`src/rtl/is_skew_feeder_pkg.sv`:
```
// Shared definitions for the skewed activation feeder and its input FIFO:
// FSM encodings, FIFO entry layout and a width helper.
package is_skew_feeder_pkg;

  typedef enum logic [1:0] {
    ST_IDLE  = 2'd0,
    ST_FEED  = 2'd1,
    ST_FLUSH = 2'd2,
    ST_DONE  = 2'd3
  } feed_state_e;

  // FIFO entries are packed as {last, data}: the tile-end flag sits above the data bits.
  function automatic int unsigned entry_width(input int unsigned data_w);
    return data_w + 1;
  endfunction

  // Ceil-log2 that never returns 0, so a 1-entry range still gets a 1-bit field.
  function automatic int unsigned clog2_min1(input int unsigned n);
    int unsigned r;
    r = 1;
    for (int unsigned i = 1; i < 32; i++) begin
      if ((32'd1 << i) < n) r = i + 1;
    end
    return r;
  endfunction

endpackage

```
`src/rtl/sa_sync_fifo.sv`:
```
// Single-clock FIFO with synchronous clear; shared by the activation and weight feeders.
module sa_sync_fifo
  import is_skew_feeder_pkg::*;
#(
  parameter int WIDTH = 8,
  parameter int DEPTH = 4
) (
  input  logic             clk,
  input  logic             rst_n,
  input  logic             clr_i,
  input  logic             push_i,
  input  logic             pop_i,
  input  logic [WIDTH-1:0] din_i,
  output logic [WIDTH-1:0] dout_o,
  output logic             full_o,
  output logic             empty_o
);
  localparam int AW = clog2_min1(DEPTH);
  localparam logic [AW:0] FULL_CNT = DEPTH[AW:0];

  logic [WIDTH-1:0] mem_q [DEPTH];
  logic [AW-1:0]    wr_ptr_q, rd_ptr_q;
  logic [AW:0]      count_q;
  logic             do_push, do_pop;

  assign full_o  = (count_q == FULL_CNT);
  assign empty_o = (count_q == '0);
  assign do_push = push_i & ~full_o;
  assign do_pop  = pop_i & ~empty_o;
  assign dout_o  = mem_q[rd_ptr_q];

  // DEPTH is a power of two, so the pointers wrap naturally.
  always_ff @(posedge clk or negedge rst_n) begin
    if (!rst_n) begin
      wr_ptr_q <= '0;
      rd_ptr_q <= '0;
      count_q  <= '0;
    end else if (clr_i) begin
      wr_ptr_q <= '0;
      rd_ptr_q <= '0;
      count_q  <= '0;
    end else begin
      if (do_push) wr_ptr_q <= wr_ptr_q + 1'b1;
      if (do_pop)  rd_ptr_q <= rd_ptr_q + 1'b1;
      case ({do_push, do_pop})
        2'b10:   count_q <= count_q + 1'b1;
        2'b01:   count_q <= count_q - 1'b1;
        default: count_q <= count_q;
      endcase
    end
  end

  always_ff @(posedge clk) begin
    if (do_push && !clr_i) mem_q[wr_ptr_q] <= din_i;
  end

endmodule

```
`src/rtl/is_skew_feeder.sv`:
```
// Activation feeder for the input-stationary array: buffers row vectors and
// drives row i delayed by i cycles, with per-row valid and tile start/done pulses.
module is_skew_feeder
  import is_skew_feeder_pkg::*;
#(
  parameter int ROWS    = 4,
  parameter int WIDTH_A = 16,
  parameter int DEPTH   = 4
) (
  input  logic                    clk,
  input  logic                    rst_n,
  input  logic                    soft_clr,
  input  logic                    pipeline_en,
  input  logic                    s_valid,
  output logic                    s_ready,
  input  logic [ROWS*WIDTH_A-1:0] s_data,
  input  logic                    s_last,
  output logic [ROWS*WIDTH_A-1:0] a_out,
  output logic [ROWS-1:0]         a_valid,
  output logic                    tile_start,
  output logic                    tile_done
);
  localparam int VW = ROWS * WIDTH_A;
  localparam int EW = entry_width(VW);
  localparam int FW = clog2_min1(ROWS) + 1;
  localparam logic [FW-1:0] FLUSH_INIT = FW'(ROWS - 1);

  feed_state_e   state_q, state_d;
  logic [FW-1:0] fcnt_q, fcnt_d;
  logic          lock_q, lock_d;
  logic          alive_q;
  logic          tile_start_q, tile_done_q;
  logic          pop, push, tile_first, done_now;
  logic          fifo_full, fifo_empty;
  logic [EW-1:0] fifo_din, fifo_dout;

  assign s_ready  = alive_q & ~lock_q & ~fifo_full;
  assign push     = s_valid & s_ready & ~soft_clr;
  assign fifo_din = {s_last, s_data};

  sa_sync_fifo #(
    .WIDTH (EW),
    .DEPTH (DEPTH)
  ) u_fifo (
    .clk     (clk),
    .rst_n   (rst_n),
    .clr_i   (soft_clr),
    .push_i  (push),
    .pop_i   (pop),
    .din_i   (fifo_din),
    .dout_o  (fifo_dout),
    .full_o  (fifo_full),
    .empty_o (fifo_empty)
  );

  always_comb begin
    state_d    = state_q;
    fcnt_d     = fcnt_q;
    pop        = 1'b0;
    tile_first = 1'b0;
    done_now   = 1'b0;
    if (pipeline_en) begin
      case (state_q)
        ST_IDLE, ST_FEED: begin
          if (!fifo_empty) begin
            pop        = 1'b1;
            tile_first = (state_q == ST_IDLE);
            state_d    = ST_FEED;
            if (fifo_dout[EW-1]) begin
              if (ROWS == 1) begin
                state_d = ST_DONE;
              end else begin
                state_d = ST_FLUSH;
                fcnt_d  = FLUSH_INIT;
              end
            end
          end
        end
        ST_FLUSH: begin
          fcnt_d = fcnt_q - 1'b1;
          if (fcnt_q <= FW'(1)) state_d = ST_DONE;
        end
        ST_DONE: begin
          done_now = 1'b1;
          state_d  = ST_IDLE;
        end
        default: state_d = ST_IDLE;
      endcase
    end
  end

  // Accepting s_last takes priority; the lock drops once tile_done has been seen by an enabled edge.
  always_comb begin
    lock_d = lock_q;
    if (push && s_last)                  lock_d = 1'b1;
    else if (tile_done_q && pipeline_en) lock_d = 1'b0;
  end

  always_ff @(posedge clk or negedge rst_n) begin
    if (!rst_n) begin
      state_q      <= ST_IDLE;
      fcnt_q       <= '0;
      lock_q       <= 1'b0;
      alive_q      <= 1'b0;
      tile_start_q <= 1'b0;
      tile_done_q  <= 1'b0;
    end else begin
      alive_q <= 1'b1;
      if (soft_clr) begin
        state_q      <= ST_IDLE;
        fcnt_q       <= '0;
        lock_q       <= 1'b0;
        tile_start_q <= 1'b0;
        tile_done_q  <= 1'b0;
      end else begin
        lock_q <= lock_d;
        if (pipeline_en) begin
          state_q      <= state_d;
          fcnt_q       <= fcnt_d;
          tile_start_q <= tile_first;
          tile_done_q  <= done_now;
        end
      end
    end
  end

  assign tile_start = tile_start_q;
  assign tile_done  = tile_done_q;

  // Row r is an (r+1)-deep shift register; index 0 is newest, index r drives the array.
  for (genvar r = 0; r < ROWS; r++) begin : g_row
    logic [r:0][WIDTH_A-1:0] dat_q, dat_d;
    logic [r:0]              vld_q, vld_d;
    logic [WIDTH_A-1:0]      head;

    assign head = pop ? fifo_dout[r*WIDTH_A +: WIDTH_A] : '0;

    if (r == 0) begin : g_head
      assign dat_d = head;
      assign vld_d = pop;
    end else begin : g_shift
      assign dat_d = {dat_q[r-1:0], head};
      assign vld_d = {vld_q[r-1:0], pop};
    end

    always_ff @(posedge clk or negedge rst_n) begin
      if (!rst_n) begin
        dat_q <= '0;
        vld_q <= '0;
      end else if (soft_clr) begin
        dat_q <= '0;
        vld_q <= '0;
      end else if (pipeline_en) begin
        dat_q <= dat_d;
        vld_q <= vld_d;
      end
    end

    assign a_out[r*WIDTH_A +: WIDTH_A] = dat_q[r];
    assign a_valid[r]                  = vld_q[r];
  end

endmodule
```
`config.mk`:
```
export PLATFORM = sky130hd
export DESIGN_NAME = is_skew_feeder
export DESIGN_NICKNAME = d
export VERILOG_FILES = /design/src/rtl/is_skew_feeder_pkg.sv /design/src/rtl/sa_sync_fifo.sv /design/src/rtl/is_skew_feeder.sv
export SDC_FILE = /design/constraint.sdc
export NUM_CORES = 1
export LEC_CHECK = 0
export CAP_MARGIN = 20
export CORE_MARGIN = 4
export CORE_UTILIZATION = 45
export CTS_CLUSTER_DIAMETER = 120
export DETAILED_ROUTE_END_ITERATION = 16
export GPL_ROUTABILITY_DRIVEN = 0
export PLACE_DENSITY_LB_ADDON = 0.15
export SYNTH_ARGS = -nofsm -noshare
export SYNTH_HDL_FRONTEND = slang
export SYNTH_HIERARCHICAL = 1
export SYNTH_SLANG_ARGS = --single-unit
```
`constraint.sdc`:
```
create_clock -name clk -period 3.76 [get_ports clk]
set_input_delay 0.376 -clock clk [delete_from_list [all_inputs] [get_ports clk]]
set_output_delay 0.376 -clock clk [all_outputs]
set_load 0.02 [all_outputs]
```
==> results.json <==
{
  "path_max_fanout": 28,
  "fin_cells": 1572,
  "syn-num-nets": 994,
  "cts_tree": "yes",
  "grt_pass1_wl_mm": 52.97,
  "crit_type": "reg -> reg",
  "setup_violations": 0,
  "fp-row-count": 70,
  "layout-drive-gt1-share_pct": 15.50,
  "htree_num_levels": 2,
  "finalPower_w": 0.01015,
  "grt_max_degree": 95,
  "holdCritPathClass": "in -> reg",
  "nFillCells": 2888,
  "r2r-start": "u_fifo/count_q[2]",
  "rsz0062_at_grt": "no",
  "cpMaxStageDelayCell": "and2_4",
  "layout_common_cells": "edfxtp_1 (260), dfrtp_1 (178), clkdlybuf4s50_1 (137), nor2_1 (108), mux2i_1 (100)",
  "insertion_delay_ns": 0.54,
  "layout_commonest_cell": "edfxtp_1",
  "worstMarginPinSlew_ns": 1.049,
  "max_freq_mhz": 312.6,
  "ant_nets": 0,
  "ys_ff_latch": 440,
  "cts_sinks": 440,
  "post-route-period-util_pct": 85.09,
  "path_clk_slew_ns": 0.06,
  "crit_chain": "nand2b_1 -> nor2_1 -> nor3b_1 -> and3_1 -> nor3b_1 -> and2_4 -> buf_4",
  "die_height_um": 200.6,
  "startpoint_type": "flip-flop",
  "crit_path_end": "u_fifo/mem_q[2][18]",
  "syn_area_sq_um": 16700,
  "final_area_sq_um": 20100,
  "avgSynthCellArea_sq_um": 18.19,
  "dieArea_sq_um": 40250,
  "leakage_nw": 7.747,
  "drtIter0Drc": 455,
  "syn-instance-count": 918,
  "cp.required_ns": 3.99,
  "dp_hpwl_mm": 19.45,
  "finalHoldViolCount": 0,
  "critical_path_arrival_ns": 3.43,
  "worst_path_largest_cell_delay_ns": 0.57,
  "max_cap_viol_count": 0,
  "grt_pass1_vias": 8686,
  "routed_via_density": 5.331,
  "r2r_slack_ns": 0.56,
  "die_w_um": 200.6,
  "drt-pass1-iter-count": 5,
  "maxSlewHeadroom_pct": 30.08,
  "fin_crit_ns": 3.199,
  "pin_count": 141,
  "core_area_sq_um": 36610,
  "cp-end-kind": "flip-flop",
  "clk_path_buf_depth": 3,
  "syn_to_final_growth_pct": 20.41,
  "fin_setup_tns_ns": 0,
  "skew_ns": 0.01596,
  "finalMaxSlewViolations": 0,
  "yosysSeqAreaShare_pct": 73.74,
  "numCtsBuffers": 46,
  "antenna_found_initial": 1,
  "drcViolationCount": 0,
  "status": "finished clean",
  "crit-reg2reg-capture": "u_fifo/mem_q[2][18]",
  "routed_wirelength_mm": 33.26,
  "yosys_warnings": 6,
  "synthDistinctLibCells": 41,
  "place_area_sq_um": 18520,
  "place_inst": 1485,
  "ir_drop_mv": 0.2847,
  "cp-startpoint": "u_fifo/count_q[2]",
  "crit_top_cell": "nor3b_1",
  "setup_slack_ns": 0.5607,
  "root_buffer": "clkbuf_16",
  "wl_per_cell_um": 21.16,
  "post-place-ws_ns": 0.6421,
  "initial_utilization_pct": 45.60,
  "powerDensity_nw_per_um2": 505.1,
  "vias": 8381,
  "grt-ovfl-total": 0,
  "rr_worst_depth": 7,
  "io_buffer_count": 140,
  "nets": 1142,
  "grt_use_total_pct": 16.62
}
worst max-delay path, delay by kind of cell, from the launching register on:
kind / cells / cell delay, ns
AND/OR/NAND/NOR: 6 / 2.07
flip-flops: 1 / 0.48
buffers and inverters: 1 / 0.33
area by class of cell:
cell class / instances / area, sq um / share of cell area [%]
Sequential cell: 440 / 12320 / 61.28
Multi-Input combinational cell: 409 / 3963 / 19.71
Timing Repair Buffer: 160 / 1632 / 8.116
Clock buffer: 64 / 1330 / 6.616
Tap cell: 468 / 585.6 / 2.913
Clock inverter: 21 / 237.7 / 1.183
Inverter: 9 / 33.78 / 0.1680
Antenna cell: 1 / 2.502 / 0.01245
where the power goes:
group	total, W	internal (W)	switching, W
Clock	0.00461	0.00282	0.00179
Combinational	0.000357	0.000149	0.000208
Sequential	0.00519	0.00517	0.0000208
stage by stage:
stage | util [%] | hold slack [ns]
floorplan | - | 0.08041
global placement | 50.59 | 0.4898
detailed placement | 50.59 | 0.4934
CTS | 54.90 | 0.2167
global route | 54.90 | 0.2341
finish | 54.91 | 0.2427
repair_timing:
item                                   4_1_cts  5_1_grt
resized for setup                            0        0
buffers inserted                             0        0
endpoints found under the hold margin       91        0
hold buffers                                 1        0
worst min path at each step:
stage | from | end | slack (ns) | depth (start not counted)
floorplan | rst_n | a_out[16] | 0.08 | 0
global placement | g_row[2].dat_d[21] | g_row[2].dat_d[21] | 0.49 | 1
detailed placement | tile_start | tile_start | 0.49 | 2
CTS | soft_clr | lock_q | 0.22 | 3
global route | soft_clr | lock_q | 0.23 | 3
finish | soft_clr | lock_q | 0.24 | 3
state kept, by name, indices dropped and copies added (netlist names):
signal,cells
u_fifo/mem_q,260
g_row.dat_d,96
a_out,48
g_row.dat_q,16
g_row.vld_q,4
fcnt_q,3
u_fifo/count_q,3
state_q,2
u_fifo/rd_ptr_q,2
u_fifo/wr_ptr_q,2
alive_q,1
lock_q,1
tile_done,1
tile_start,1
logic make-up after synthesis:
family	count (synthesis)	share of synthesized area, %
AND/OR/NAND/NOR	142	3.710
XOR/XNOR	3	0.1574
buffers and inverters	69	2.630
flip-flops	440	73.74
multiplexers	165	14.76
adder cells (fa/ha/maj)	6	0.4946
AO/OA/AOI/OAI	92	4.481
other	1	0.02246
synth_stat cells:
| cell type | number | share of area, % |
|---|---|---|
| edfxtp_1 | 260 | 47 |
| dfrtp_1 | 180 | 27 |
| nor2_1 | 109 | 2.5 |
| mux2i_1 | 100 | 6.0 |
| a22o_1 | 65 | 3.4 |
| mux4_2 | 65 | 8.8 |
| buf_2 | 26 | 0.78 |
| clkbuf_1 | 13 | 0.29 |
| nand2_1 | 10 | 0.22 |
| inv_1 | 9 | 0.20 |
| buf_4 | 8 | 0.36 |
| a21oi_1 | 7 | 0.21 |
| buf_6 | 7 | 0.47 |
| nand2b_1 | 6 | 0.22 |
| ha_1 | 5 | 0.37 |
| and2_1 | 4 | 0.15 |
| buf_12 | 4 | 0.48 |
| o21ai_0 | 4 | 0.12 |
| nor3b_1 | 3 | 0.13 |
| o21ai_1 | 3 | 0.090 |
| a211oi_1 | 2 | 0.090 |
| a21o_1 | 2 | 0.090 |
| a221oi_1 | 2 | 0.10 |
| a311oi_1 | 2 | 0.10 |
| a32o_1 | 2 | 0.12 |
| buf_1 | 2 | 0.045 |
| nand3b_1 | 2 | 0.090 |
| nor3_1 | 2 | 0.060 |
| xor2_1 | 2 | 0.10 |
| a22oi_1 | 1 | 0.045 |
| and3_1 | 1 | 0.037 |
| and3b_1 | 1 | 0.052 |
| and4bb_2 | 1 | 0.075 |
| conb_1 | 1 | 0.022 |
| fa_1 | 1 | 0.12 |
| nand3_1 | 1 | 0.030 |
| nor4b_4 | 1 | 0.14 |
| o22ai_1 | 1 | 0.037 |
| o32a_1 | 1 | 0.060 |
| or2_1 | 1 | 0.037 |
| xnor2_1 | 1 | 0.052 |
layer usage:
layer | routed length [um] | vias up | track usage, %
li1 | - | 3819 | -
met1 | 16040 | 4350 | 25.14
met2 | 15260 | 171 | 25.26
met3 | 1450 | 41 | 3.376
met4 | 503 | 0 | 3.884
met5 | 0 | - | 0
No activity file was read; power rests on OpenSTA's default activity.
==> variant 1 (same settings) <==
Make the reset (`rst_n`) synchronous in 3 clocked blocks.
--- a/src/rtl/sa_sync_fifo.sv
+++ b/src/rtl/sa_sync_fifo.sv
@@ -30,7 +30,7 @@
   assign dout_o  = mem_q[rd_ptr_q];
 
   // DEPTH is a power of two, so the pointers wrap naturally.
-  always_ff @(posedge clk or negedge rst_n) begin
+  always_ff @(posedge clk) begin
     if (!rst_n) begin
       wr_ptr_q <= '0;
       rd_ptr_q <= '0;
--- a/src/rtl/is_skew_feeder.sv
+++ b/src/rtl/is_skew_feeder.sv
@@ -96,7 +96,7 @@
     else if (tile_done_q && pipeline_en) lock_d = 1'b0;
   end
 
-  always_ff @(posedge clk or negedge rst_n) begin
+  always_ff @(posedge clk) begin
     if (!rst_n) begin
       state_q      <= ST_IDLE;
       fcnt_q       <= '0;
@@ -143,7 +143,7 @@
       assign vld_d = {vld_q[r-1:0], pop};
     end
 
-    always_ff @(posedge clk or negedge rst_n) begin
+    always_ff @(posedge clk) begin
       if (!rst_n) begin
         dat_q <= '0;
         vld_q <= '0;
Check against the original RTL: differs if rst_n is asserted again (counterexample within 4 cycles, from zero or initial values and one cycle with rst_n low); with rst_n held inactive, the same outputs for 4 cycles.
==> variant 1 against the unedited design <==
- sequential cell count up 2
- worst hold slack better by 0.11 ns
- global-route usage shrank 0.64 points
- sequential power fell by 1%
- non-clock buffer count shrank 2
- power fell by 0.76%
- design area shrank 3.6%
- final cell count increased by 2.9%
- wire length is 7.9% lower
- worst setup slack improved by 0.38 ns
- synthesized area down 4.8%
- critical endpoint is now u_fifo/count_q[2]$_SDFFE_PP0P_
- largest power group unchanged
==> variant 1: results (changes against the unedited design) <==
Fillers -> 2801 (was 2888)
Vias per cell -> 5.19 (was 5.33)
Most used DFF post-synth -> edfxtp_1 (unchanged)
Hold Crit Depth -> 4 (was 3)
Wire length per cell -> 18.9 um (was 21.2 um)
P_clk -> 4.67 mW (was 4.61 mW)
TritonRoute pass-1 iters -> 4 (was 5)
Fraction of layout cells with a size suffix above 1 -> 14.3% (was 15.5%)
Post-synth top cells -> edfxtp_1, dfxtp_1, nor2_1, mux2i_1 (was edfxtp_1, dfrtp_1, nor2_1, mux2i_1)
Crit path DAT -> 3.27 ns (was 3.43 ns)
Switching Fraction -> 18.9% (was 19.9%)
Routed metal-1 wirelength -> 14000 um (was 16000 um)
Met3 Use GR -> 2.90% (was 3.38%)
Met2 Use GR -> 26.6% (was 25.3%)
R2R depth -> 11 (was 7)
Mapped Nets -> 1057 (was 994)
Clock slew at reported path FFs -> 0.06 ns (about the same)
Vias in the first global route -> 8491 (was 8686)
Hold Path End -> g_row[2].dat_d[20]$_SDFFE_PP0P_ (was lock_q$_DFFE_PN0P_)
First-pass GRT wire length -> 48900 um (was 53000 um)
Top Layer Used -> met5 (was met4)
Worst-path maximum fanout -> 5 (was 28)
Initial antenna violation count -> 3 (was 1)
Initial DRC count -> 390 (was 455)
Hold Crit Start -> pipeline_en (was soft_clr)
M1 GR Usage -> 22.0% (was 25.1%)
Seq/Total Area, Yosys -> 72.0% (was 73.7%)
Final clock skew -> 0.0104 ns (was 0.0160 ns)
Biggest register -> u_fifo/mem_q (unchanged)
NetSw -> 1.90 mW (was 2.02 mW)
Reg-to-reg slack, setup -> 0.94 ns (was 0.56 ns)
Sequential Power Share -> 51.0% (was 51.1%)
Cell Count Post-Placement -> 1531 (was 1485)
CTS max path bufs -> 3 (unchanged)
DP Area -> 17800 um2 (was 18500 um2)
Worst vdd ir -> 0.385 mV (was 0.285 mV)
Hold WS -> 0.352 ns (was 0.243 ns)
Synth top area cells -> edfxtp_1, dfxtp_1, mux4_2, mux2i_1, nor2_1 (was edfxtp_1, dfrtp_1, mux4_2, mux2i_1, a22o_1)
Run status -> complete, no violations (unchanged)
Routed length on met3 -> 1280 um (was 1450 um)
Tcrit/Tclk final -> 75.0% (was 85.1%)
Placement Setup Slack -> 0.785 ns (was 0.642 ns)
Pin count of the biggest net entering global routing -> 107 (was 95)
Fin nets -> 1202 (was 1142)
Met2 wire len -> 14800 um (was 15300 um)
Post-DP HPWL -> 17500 um (was 19400 um)
Final cell count without fillers -> 1618 (was 1572)
Mean Syn Cell Area -> 16.2 um2 (was 18.2 um2)
Asr flop ratio synth -> 0% (was 40.9%)
Leak -> 6.49 nW (was 7.75 nW)
Relative slew slack -> 33.5% (was 30.1%)
Total Routing Usage GR -> 16.0% (was 16.6%)
R2r endpoint -> u_fifo/count_q[2]$_SDFFE_PP0P_ (was u_fifo/mem_q[2][18]$_DFFE_PP_)
## variant 1: layout make-up
type | instances | area (um2) | area share, %
Antenna cell | 1 | 2.50 | 0.0129
Clock buffer | 69 | 1410 | 7.25
Clock inverter | 17 | 206 | 1.06
Inverter | 11 | 42.5 | 0.219
Multi-Input combinational cell | 465 | 4110 | 21.2
Sequential cell | 442 | 11500 | 59.1
Tap cell | 455 | 569 | 2.94
Timing Repair Buffer | 158 | 1590 | 8.19
## variant 1: cell families after synthesis
family	after synthesis	share of synthesized area [%]
buf+inv	72	2.47
simple gates	203	5.28
flops	442	72.0
fa+ha+maj	8	0.677
xor+xnor	4	0.220
compound gates	86	3.89
mux	164	15.4
## variant 1: critical path, stage by stage, from the launching register on
cell	delay (ns)
dfxtp_1	0.37
or3b_4	0.42
inv_1	0.11
nor3b_2	0.06
and2_1	0.17
nand2_1	0.33
ha_1	0.26
inv_1	0.06
fa_1	0.37
xor2_1	0.16
or3_1	0.30
a21oi_1	0.14
==> variant 2 (same flow settings) <==
Without the edit above. `ROWS`: 4 -> 5.
--- a/src/rtl/is_skew_feeder.sv
+++ b/src/rtl/is_skew_feeder.sv
@@ -3,7 +3,7 @@
 module is_skew_feeder
   import is_skew_feeder_pkg::*;
 #(
-  parameter int ROWS    = 4,
+  parameter int ROWS    = 5,
   parameter int WIDTH_A = 16,
   parameter int DEPTH   = 4
 ) (
Interface: changed (resized a_out, a_valid and s_data); port bits go from 141 to 174. No check against the original RTL was run, so the function may have changed too.
==> variant 2 against the unedited design <==
- design area grew 32%
- worst hold slack got worse by 0.15 ns
- non-clock buffer count up 40
- via count up 35%
- critical path depth is the same
- clock skew is 0.0026 ns lower
- sequential cell count grew 146
- wire length rose by 33%
- clock power grew 24%
- worst setup slack better by 0.069 ns
- synthesized area rose by 33%
- power increased by 29%
- critical path type unchanged
- highest routed layer is now met5
==> variant 2: results (changes against the unedited design) <==
Compound-Gate Fraction of Synth Area -> 4.10% (was 4.48%)
Asr flop ratio synth -> 44.7% (was 40.9%)
Run status -> complete, no violations (unchanged)
Sequential Power Share -> 52.5% (was 51.1%)
P_clk -> 5.73 mW (was 4.61 mW)
Hold Crit Depth -> 2 (was 3)
Mapped Nets -> 1348 (was 994)
Final clock skew -> 0.0133 ns (was 0.0160 ns)
Seq/Total Area, Yosys -> 73.5% (was 73.7%)
Hold Path End -> a_out[32]$_DFFE_PN0P_ (was lock_q$_DFFE_PN0P_)
Reg-to-reg slack, setup -> 0.63 ns (was 0.56 ns)
Post-Synth Adder-Cell Area -> 0.429% (was 0.495%)
Worst vdd ir -> 0.286 mV (was 0.285 mV)
Synth Area in XOR/XNOR -> 0.119% (was 0.157%)
Synth cell types -> 44 (was 41)
Wire length per cell -> 20.6 um (was 21.2 um)
Worst-path maximum fanout -> 38 (was 28)
Via count -> 11288 (was 8381)
Clk_lat worst skew -> 0.61 ns (was 0.54 ns)
Post-Syn Instances -> 1255 (was 918)
First-pass GRT wire length -> 70800 um (was 53000 um)
Crit path DAT -> 3.42 ns (was 3.43 ns)
Port-buffer cells -> 173 (was 140)
Synth top area cells -> edfxtp_1, dfrtp_1, mux4_2, mux2i_1, a22o_1 (unchanged)
Vias in the first global route -> 11942 (was 8686)
Pin count of the biggest net entering global routing -> 124 (was 95)
End of the critical path -> u_fifo/mem_q[1][4]$_DFFE_PP_ (was u_fifo/mem_q[2][18]$_DFFE_PP_)
Cell Count Post-Placement -> 2039 (was 1485)
Total Routing Usage GR -> 17.0% (was 16.6%)
-- variant 2: changes by cell type after synthesis, sizes merged, moves of 2 or more --
cell,unedited run,this run
clkbuf,13,15
buf,47,64
nor2,109,173
a22o,65,82
dfrtp,180,262
or3,0,2
edfxtp,260,324
mux2i,100,165
mux4,65,81
a21oi,7,9
nand3,1,3
-- variant 2: timing repair --
action / in CTS / in global routing
hold endpoints to repair: 110 / 0
hold buffers: 1 / 0
setup endpoints to repair: 0 / 0
-- variant 2: per-stage QoR --
step / hold slack, ns / worst slack (ns)
2_1_floorplan: 0.0804 / 0.315
3_3_place_gp: 0.489 / 0.839
3_5_place_dp: 0.491 / 0.695
5_1_grt: 0.0879 / 0.410
6_report: 0.0959 / 0.629
4_1_cts: 0.0731 / 0.665
-- variant 2: cell families after synthesis --
kind of cell / count (synthesis)
other cells: 1
fa+ha+maj: 7
xor+xnor: 3
buf+inv: 89
compound gates: 112
simple gates: 211
flops: 586
mux: 246
-- variant 2: routing by layer --
metal  vias up  part of all wire [%]  routed length, um  track usage [%]
met5         -                 0.079                 35                0
met4         6                   1.8                797             3.99
met3        65                   5.2               2300             4.25
met2       221                    47              20800             26.3
met1      5859                    46              20500             24.6
li1       5137                     -                  -                -
-- variant 2: cell type report --
cell class | count | area (um2)
antenna | 1 | 2.50
clock buffer | 91 | 1770
clock inverter | 20 | 151
fill | 3946 | 22300
inverter | 10 | 37.5
multi-input combinational | 580 | 5410
sequential | 586 | 16300
tap | 664 | 831
timing repair buffer | 200 | 2100
-- variant 2: worst max-delay path: stages, from the launching register on --
cell and delay, ns:
dfrtp_1 0.47, nand2b_1 0.21, nor2_1 0.09, nor3b_1 0.26, and3_1 0.46, nor3b_1 0.50
and2_4 0.48, buf_12 0.31
